[src/rtl/core_sequencer.sv]
`default_nettype none
// ============================================================================
// Module   : core_sequencer
// Purpose  : Multi-cycle fetch/decode/execute/mem/writeback control FSM with
//            free-run, single-step and fault-halt modes.
// Revision : 1.0 - initial release
// ============================================================================
module core_sequencer #(
    parameter int TIMEOUT_CYCLES = 255
) (
    input  logic        clk_i,
    input  logic        rst_i,
    input  logic        run_i,
    input  logic        step_mode_i,
    input  logic        step_i,
    input  logic        illegal_i,
    input  logic        is_load_i,
    input  logic        is_store_i,
    input  logic        reg_wr_sig_i,
    input  logic        imem_ack_i,
    input  logic        dmem_ack_i,
    output logic        imem_req_o,
    output logic        dmem_req_o,
    output logic        dmem_we_o,
    output logic        ir_we_o,
    output logic        pc_we_o,
    output logic        reg_we_o,
    output logic        busy_o,
    output logic        fault_o,
    output logic [1:0]  fault_code_o,
    output logic [2:0]  state_o,
    output logic [31:0] instr_cnt_o
);

    typedef enum logic [2:0] {
        S_IDLE      = 3'd0,
        S_FETCH     = 3'd1,
        S_DECODE    = 3'd2,
        S_EXECUTE   = 3'd3,
        S_MEM       = 3'd4,
        S_WRITEBACK = 3'd5,
        S_PAUSE     = 3'd6,
        S_FAULT     = 3'd7
    } state_t;

    localparam logic [15:0] WAIT_LIMIT = 16'(TIMEOUT_CYCLES - 1);

    localparam logic [1:0] CODE_ILLEGAL = 2'd1;
    localparam logic [1:0] CODE_IMEM_TO = 2'd2;
    localparam logic [1:0] CODE_DMEM_TO = 2'd3;

    state_t      state_q, state_d;
    logic [15:0] wait_q, wait_d;
    logic [1:0]  code_q, code_d;
    logic [31:0] cnt_q, cnt_d;
    logic        w_expired;

    assign w_expired = (wait_q == WAIT_LIMIT);

    always_ff @(posedge clk_i) begin
        if (rst_i) begin
            state_q <= S_IDLE;
            wait_q  <= '0;
            code_q  <= '0;
            cnt_q   <= '0;
        end else begin
            state_q <= state_d;
            wait_q  <= wait_d;
            code_q  <= code_d;
            cnt_q   <= cnt_d;
        end
    end

    always_comb begin
        state_d    = state_q;
        wait_d     = wait_q;
        code_d     = code_q;
        cnt_d      = cnt_q;
        imem_req_o = 1'b0;
        dmem_req_o = 1'b0;
        dmem_we_o  = 1'b0;
        ir_we_o    = 1'b0;
        pc_we_o    = 1'b0;
        reg_we_o   = 1'b0;
        unique case (state_q)
            S_IDLE: begin
                if (run_i) begin
                    state_d = S_FETCH;
                    wait_d  = '0;
                end
            end
            S_FETCH: begin
                imem_req_o = 1'b1;
                // An ack in the expiry cycle still wins over the timeout.
                if (imem_ack_i) begin
                    ir_we_o = 1'b1;
                    state_d = S_DECODE;
                end else if (w_expired) begin
                    state_d = S_FAULT;
                    code_d  = CODE_IMEM_TO;
                end else begin
                    wait_d = wait_q + 16'd1;
                end
            end
            S_DECODE: begin
                if (illegal_i) begin
                    state_d = S_FAULT;
                    code_d  = CODE_ILLEGAL;
                end else begin
                    state_d = S_EXECUTE;
                end
            end
            S_EXECUTE: begin
                if (is_load_i || is_store_i) begin
                    state_d = S_MEM;
                    wait_d  = '0;
                end else begin
                    state_d = S_WRITEBACK;
                end
            end
            S_MEM: begin
                dmem_req_o = 1'b1;
                dmem_we_o  = is_store_i;
                if (dmem_ack_i) begin
                    state_d = S_WRITEBACK;
                end else if (w_expired) begin
                    state_d = S_FAULT;
                    code_d  = CODE_DMEM_TO;
                end else begin
                    wait_d = wait_q + 16'd1;
                end
            end
            S_WRITEBACK: begin
                pc_we_o  = 1'b1;
                reg_we_o = reg_wr_sig_i & ~is_store_i;
                cnt_d    = cnt_q + 32'd1;
                if (!run_i) begin
                    state_d = S_IDLE;
                end else if (step_mode_i) begin
                    state_d = S_PAUSE;
                end else begin
                    state_d = S_FETCH;
                    wait_d  = '0;
                end
            end
            S_PAUSE: begin
                if (!run_i) begin
                    state_d = S_IDLE;
                end else if (step_i) begin
                    state_d = S_FETCH;
                    wait_d  = '0;
                end
            end
            S_FAULT: begin
                state_d = S_FAULT;
            end
            default: begin
                state_d = S_IDLE;
            end
        endcase
    end

    assign state_o      = state_q;
    assign fault_o      = (state_q == S_FAULT);
    assign fault_code_o = code_q;
    assign instr_cnt_o  = cnt_q;
    assign busy_o       = (state_q != S_IDLE) && (state_q != S_PAUSE) && (state_q != S_FAULT);

endmodule
`default_nettype wire

[config.mk]
export PLATFORM = sky130hd
export DESIGN_NAME = core_sequencer
export DESIGN_NICKNAME = d
export VERILOG_FILES = /design/src/rtl/core_sequencer.sv
export SDC_FILE = /design/constraint.sdc
export NUM_CORES = 1
export LEC_CHECK = 0
export BUFFER_PORTS_ARGS = -buffer_cell sky130_fd_sc_hd__buf_2
export CAP_MARGIN = 10
export CORE_ASPECT_RATIO = 0.6
export CORE_MARGIN = 2
export CORE_UTILIZATION = 40
export DETAILED_ROUTE_END_ITERATION = 10
export GPL_ROUTABILITY_DRIVEN = 0
export SYNTH_ARGS = -nofsm -noshare
export SYNTH_HDL_FRONTEND = slang
export SYNTH_SLANG_ARGS = --single-unit
[constraint.sdc]
create_clock -name clk_i -period 3.5 [get_ports clk_i]
set_clock_uncertainty 0.15 [all_clocks]
set_input_delay 0 -clock clk_i [delete_from_list [all_inputs] [get_ports clk_i]]
set_output_delay 0 -clock clk_i [all_outputs]
set_load 0.005 [all_outputs]
[After elaboration in Yosys (flattened, before gate mapping)]
Cells that the tools add are included.
Word-level totals
  register bits after elaboration: 53
  input bits: 11
  output and inout bits: 45
  logic and storage cells: 74
Cells by class
  $add $sub $neg: 2
  eq/ne operators: 22
  multiplexer cells: 34
  bitwise operators: 2
  reductions and logical operators: 10
Operators with widths (count)
  16-bit two-way mux: 9
  16-bit one-hot mux with 6 select lines: 1
  32-bit by 1-bit adder with 32-bit output (second input constant): 1
  3-bit two-way mux: 9
  3-bit one-hot mux with 8 select lines: 1
  2-bit != test (second input constant): 11
  16-bit by 1-bit adder with 16-bit output (second input constant): 1
  16-bit by 8-bit == test with 1-bit output (second input constant): 1
  3-bit == test (second input constant): 4
  2-bit two-way mux: 5
  3-bit != test (second input constant): 3
  9-bit AND reduction: 1
  1-bit two-way mux: 8
  3-bit by 2-bit == test with 1-bit output (second input constant): 2
  2-bit one-hot mux with 3 select lines: 1
  6-bit AND reduction: 1
  3-bit nonzero test: 2
  6-bit nonzero test: 1
  3-bit by 1-bit == test with 1-bit output (second input constant): 1
  3-bit zero test: 1
  1-bit logical AND: 2
  2-bit AND reduction: 1
  1-bit AND: 1
  1-bit logical OR: 1
  1-bit NOT: 1

[Depth between registers and ports, before layout]
  depth in word-level cells: 4
  depth in mapped cells: 8
  mapped depth without buffers: 7

[Worst setup path after synthesis]
OpenSTA, ideal clock, no wires.
  path type: register -> register
  start: register wait_q[11]
  end: register wait_q[3]
  setup time: 0.129 ns
  arrival: 1.707 ns
  path slack: 1.513 ns
  cell stages (with the launch flop): 6
  buffers on the path: 0
  clock period less this slack: 1.987 ns
  path through: dfxtp_1 or4_1 or4_4 o2111ai_1 or3_1 a21oi_1
On the way
  longest elaborated chain between the ends: 4
Ends and longest elaborated chain
  from (decl): RTL line 53  | logic [15:0] wait_q, wait_d;
  from (signal assigned): RTL line 68  | wait_q <= wait_d;
  16-bit by 8-bit == test with 1-bit output (*): RTL line 58  | assign w_expired = (wait_q == WAIT_LIMIT);
  16-bit two-way mux (*)
  16-bit two-way mux (on tied branches)
  16-bit one-hot mux with 6 select lines (*)
Every way passes the cells marked *; elsewhere a longest branch is shown, timed or not. The select of a mux whose other input is x is not followed.
A chain may end at the register's enable or synchronous reset.

[Worst setup path after layout]
  start: register state_q[1] (netlist: state_o[1])
  end: register wait_q[13]
On the way
  longest elaborated chain between the ends: 3
Ends and longest elaborated chain
  from (decl): RTL line 52  | state_t state_q, state_d;
  from (signal assigned): RTL line 67  | state_q <= state_d;
  3-bit == test (tied with other cells): RTL line 85  | unique case (state_q)
  6-bit nonzero test (no line) / 2-bit != test (equally long branches)
  9-bit AND reduction (no line)
Parallel ways exist; a longest one is shown, timed or not.

==> metrics <==
Post-DP HPWL 5260 um; Worst setup EP type register; die span in x roughly 110 um; Hold Crit Start step_i; Routed wire per std cell 15.3 um; WP depth 6; FILL cells 666; Synth area leader dfxtp_1; Critical path buffers and inverters 1; H-Tree Depth 2; drt pass-1 iters 5; Vias per Instance between 5 and 6; Top Family by Delay on Critical Path flip-flops; RSZ-0062 raised after global routing no; Worst-Skew Late Latency about 0.29 ns; synth cell count leaders dfxtp_1, nor2_1, xor2_1; Mapped Area about 2800 sq um; sequential area share after synthesis 37.5%; worst r2r src state_o[1]$_SDFFE_PP0P_; Req. time, crit path 3.57 ns; CTS Root Cell clkbuf_16; Max Buffers Root-to-Sink 2; DR DRC count 0; number of port buffers between 50 and 60; max-slew violations 0; GRT overflow 0; Core Rows 23; hold slack final roughly 0.041 ns; number of global-route vias before repair 2353; worst path arrival time 2.56 ns; CTS resizes 0; Worst Max-Slew Pin Slew 0.810 ns; Clock Pin Slew Worst Setup and Hold Paths 0.07 ns; Lkg Pwr 1.33 nW; CP Class register to register; number of synthesized flops with an enable pin 0; Final Hold Fails 0; Worst R2R Setup Slack approximately 1.0 ns; Clock Sinks 53; Worst setup SP type register; Max VDD drop 0.000230 V; worst-path maximum fanout 30; antenna cells 0; setup bufs post-CTS 0; R2R cell count 6; reg2reg end wait_q[13]$_SDFFE_PP0P_; CTS Buf Count 5; initial antenna violation count 0; fin crit period 2.50 ns; worst hold endpoint state_o[0]$_SDFFE_PP0P_; Yosys reg bits 53; setup tns final 0 ns; Storage cell area 1060 sq um; GRT Total Usage between 10% and 20%; syn avg cell area between 8 and 9 sq um; CP max-delay cell dfxtp_1; most common cell in the netlist dfxtp_1; PD cells 406 nW/um^2; ys async rst share 0%; Primary FF master, synth dfxtp_1; first-pass GRT wire length 12000 um; endpoints failing setup 0; Mapped Cells 338; crit-path cells o211ai_1, a21oi_2, o21ai_1, buf_4, or4_1, a21oi_1; top post-synthesis cells by area dfxtp_1, xor2_1, nor2_1; Pwr Total 0.00136 W; die area 7790 sq um; Hold Crit Depth 4; drt total wl approximately 7300 um; initial core utilization 41.9%; Synth top area share 37.5%; I/O pin cnt 56; multi-input logic area 1670 sq um; share of layout cells above drive strength 1 21.5%; Inst Count DP 468; final cycle utilization of the critical path 71.3%; CTS tree built; Post-Synthesis Net Count 352; largest net degree at the start of global routing 41; DR vias 2655; Iter 0 DRT Violations 232; Max stage delay on crit path 0.85 ns; CORE AREA a little under 7000 sq um; Cell variety after synth 60; max_cap viols 0; yosys warns 0; remaining antenna violation count after routing 0; Nets 404; FMAX 401 MHz; max_slew headroom 45.9%; Finished Layout Cells 478; status finished, final reports clean; class of the worst hold path input port to register; Die Ht 69.2 um; Area Growth Syn to Fin 18.7%
-- cell type report --
type                    count  area share (%)
clock inverters             2            1.15
repair buffers             59            9.24
multi-input cells         260            49.7
well taps                  87            3.24
clock buffers               6            3.84
inverters                  11            1.23
flip-flops and latches     53            31.6
-- power by group --
group / total (W) / internal (W) / switching, W
Combinational: 0.000161 / 0.0000638 / 0.0000977
Clock: 0.000563 / 0.000339 / 0.000224
Sequential: 0.000640 / 0.000611 / 0.0000285
-- cell usage in the layout, fill, tap and decap left out, types with 2 or more instances in the layout --
cell            n
nand2_1        23
nand3_1        18
dfxtp_1        53
a32oi_1         2
o21ai_0         7
xnor2_1         3
buf_2          55
o31ai_1         7
xor2_1         27
nor3_1          6
and3_1          3
nand2b_1        5
or4_1           8
buf_4           2
or2_2           2
o21ai_1         4
nor2_4          2
dlygate4sd3_1   2
nor3b_1         3
nor4_2          2
inv_1          11
nand3b_1        3
nand4_1        22
clkbuf_16       5
and2_1          3
a21oi_1        17
ha_1            3
a41oi_1         3
nor2b_1         6
nor3_2          4
nor2_1         40
o211ai_1        2
or3_1           7
-- tightest hold or removal path, delay by kind of cell --
kind / cells / cell delay [ns]
buf+inv: 1 / 0.11
compound gates: 1 / 0.06
simple gates: 2 / 0.26
-- sequential cells by signal (all words and copies together), names as in the netlist --
name / flops
instr_cnt_o: 32
wait_q: 16
fault_code_o: 2
state_o: 3
-- cells by family (layout without fill, tap and decap cells) --
family | count (synthesis) | in the layout | share of synthesized area, %
AOI/OAI and AO/OA | 61 | 61 | 14.9
xor gates and xnor gates | 30 | 30 | 9.28
DFF | 53 | 53 | 37.5
buffers and inverters | 25 | 78 | 3.71
and+or+nand+nor | 166 | 166 | 33.2
adders and majority gates | 3 | 3 | 1.33
-- routing by layer --
metal,GRT usage (%),wire (um)
met3,4.22,533
met4,3.66,59
met1,30.9,3960
met2,24.8,2760
met5,0,0
-- worst max path at each step --
stage	from	slack [ns]	endpoint
after global placement	state_o[1]$_SDFFE_PP0P_	1.14	wait_q[15]$_SDFFE_PP0P_
after floorplan	wait_q[11]$_SDFFE_PP0P_	1.51	wait_q[3]$_SDFFE_PP0P_
after CTS	state_o[1]$_SDFFE_PP0P_	1.04	wait_q[15]$_SDFFE_PP0P_
after detailed placement	state_o[1]$_SDFFE_PP0P_	1.08	wait_q[13]$_SDFFE_PP0P_
after global routing	state_o[1]$_SDFFE_PP0P_	0.86	wait_q[13]$_SDFFE_PP0P_
final	state_o[1]$_SDFFE_PP0P_	1.00	wait_q[13]$_SDFFE_PP0P_
-- repair_timing --
action                                  in CTS  in global routing
endpoints found under the hold margin        2                  0
endpoints found under the setup margin       0                  0
hold buffers                                 2                  0
-- stage by stage --
stage / worst slack (ns) / util, % / area (sq um)
5_1_grt: 0.864 / 49.7 / 3360
3_3_place_gp: 1.14 / 46.9 / 3170
6_report: 1.00 / 49.7 / 3360
2_1_floorplan: 1.51 / - / 2830
3_5_place_dp: 1.08 / 46.9 / 3170
4_1_cts: 1.04 / 49.7 / 3360
Note: power is estimated with default switching activity, not from simulation.
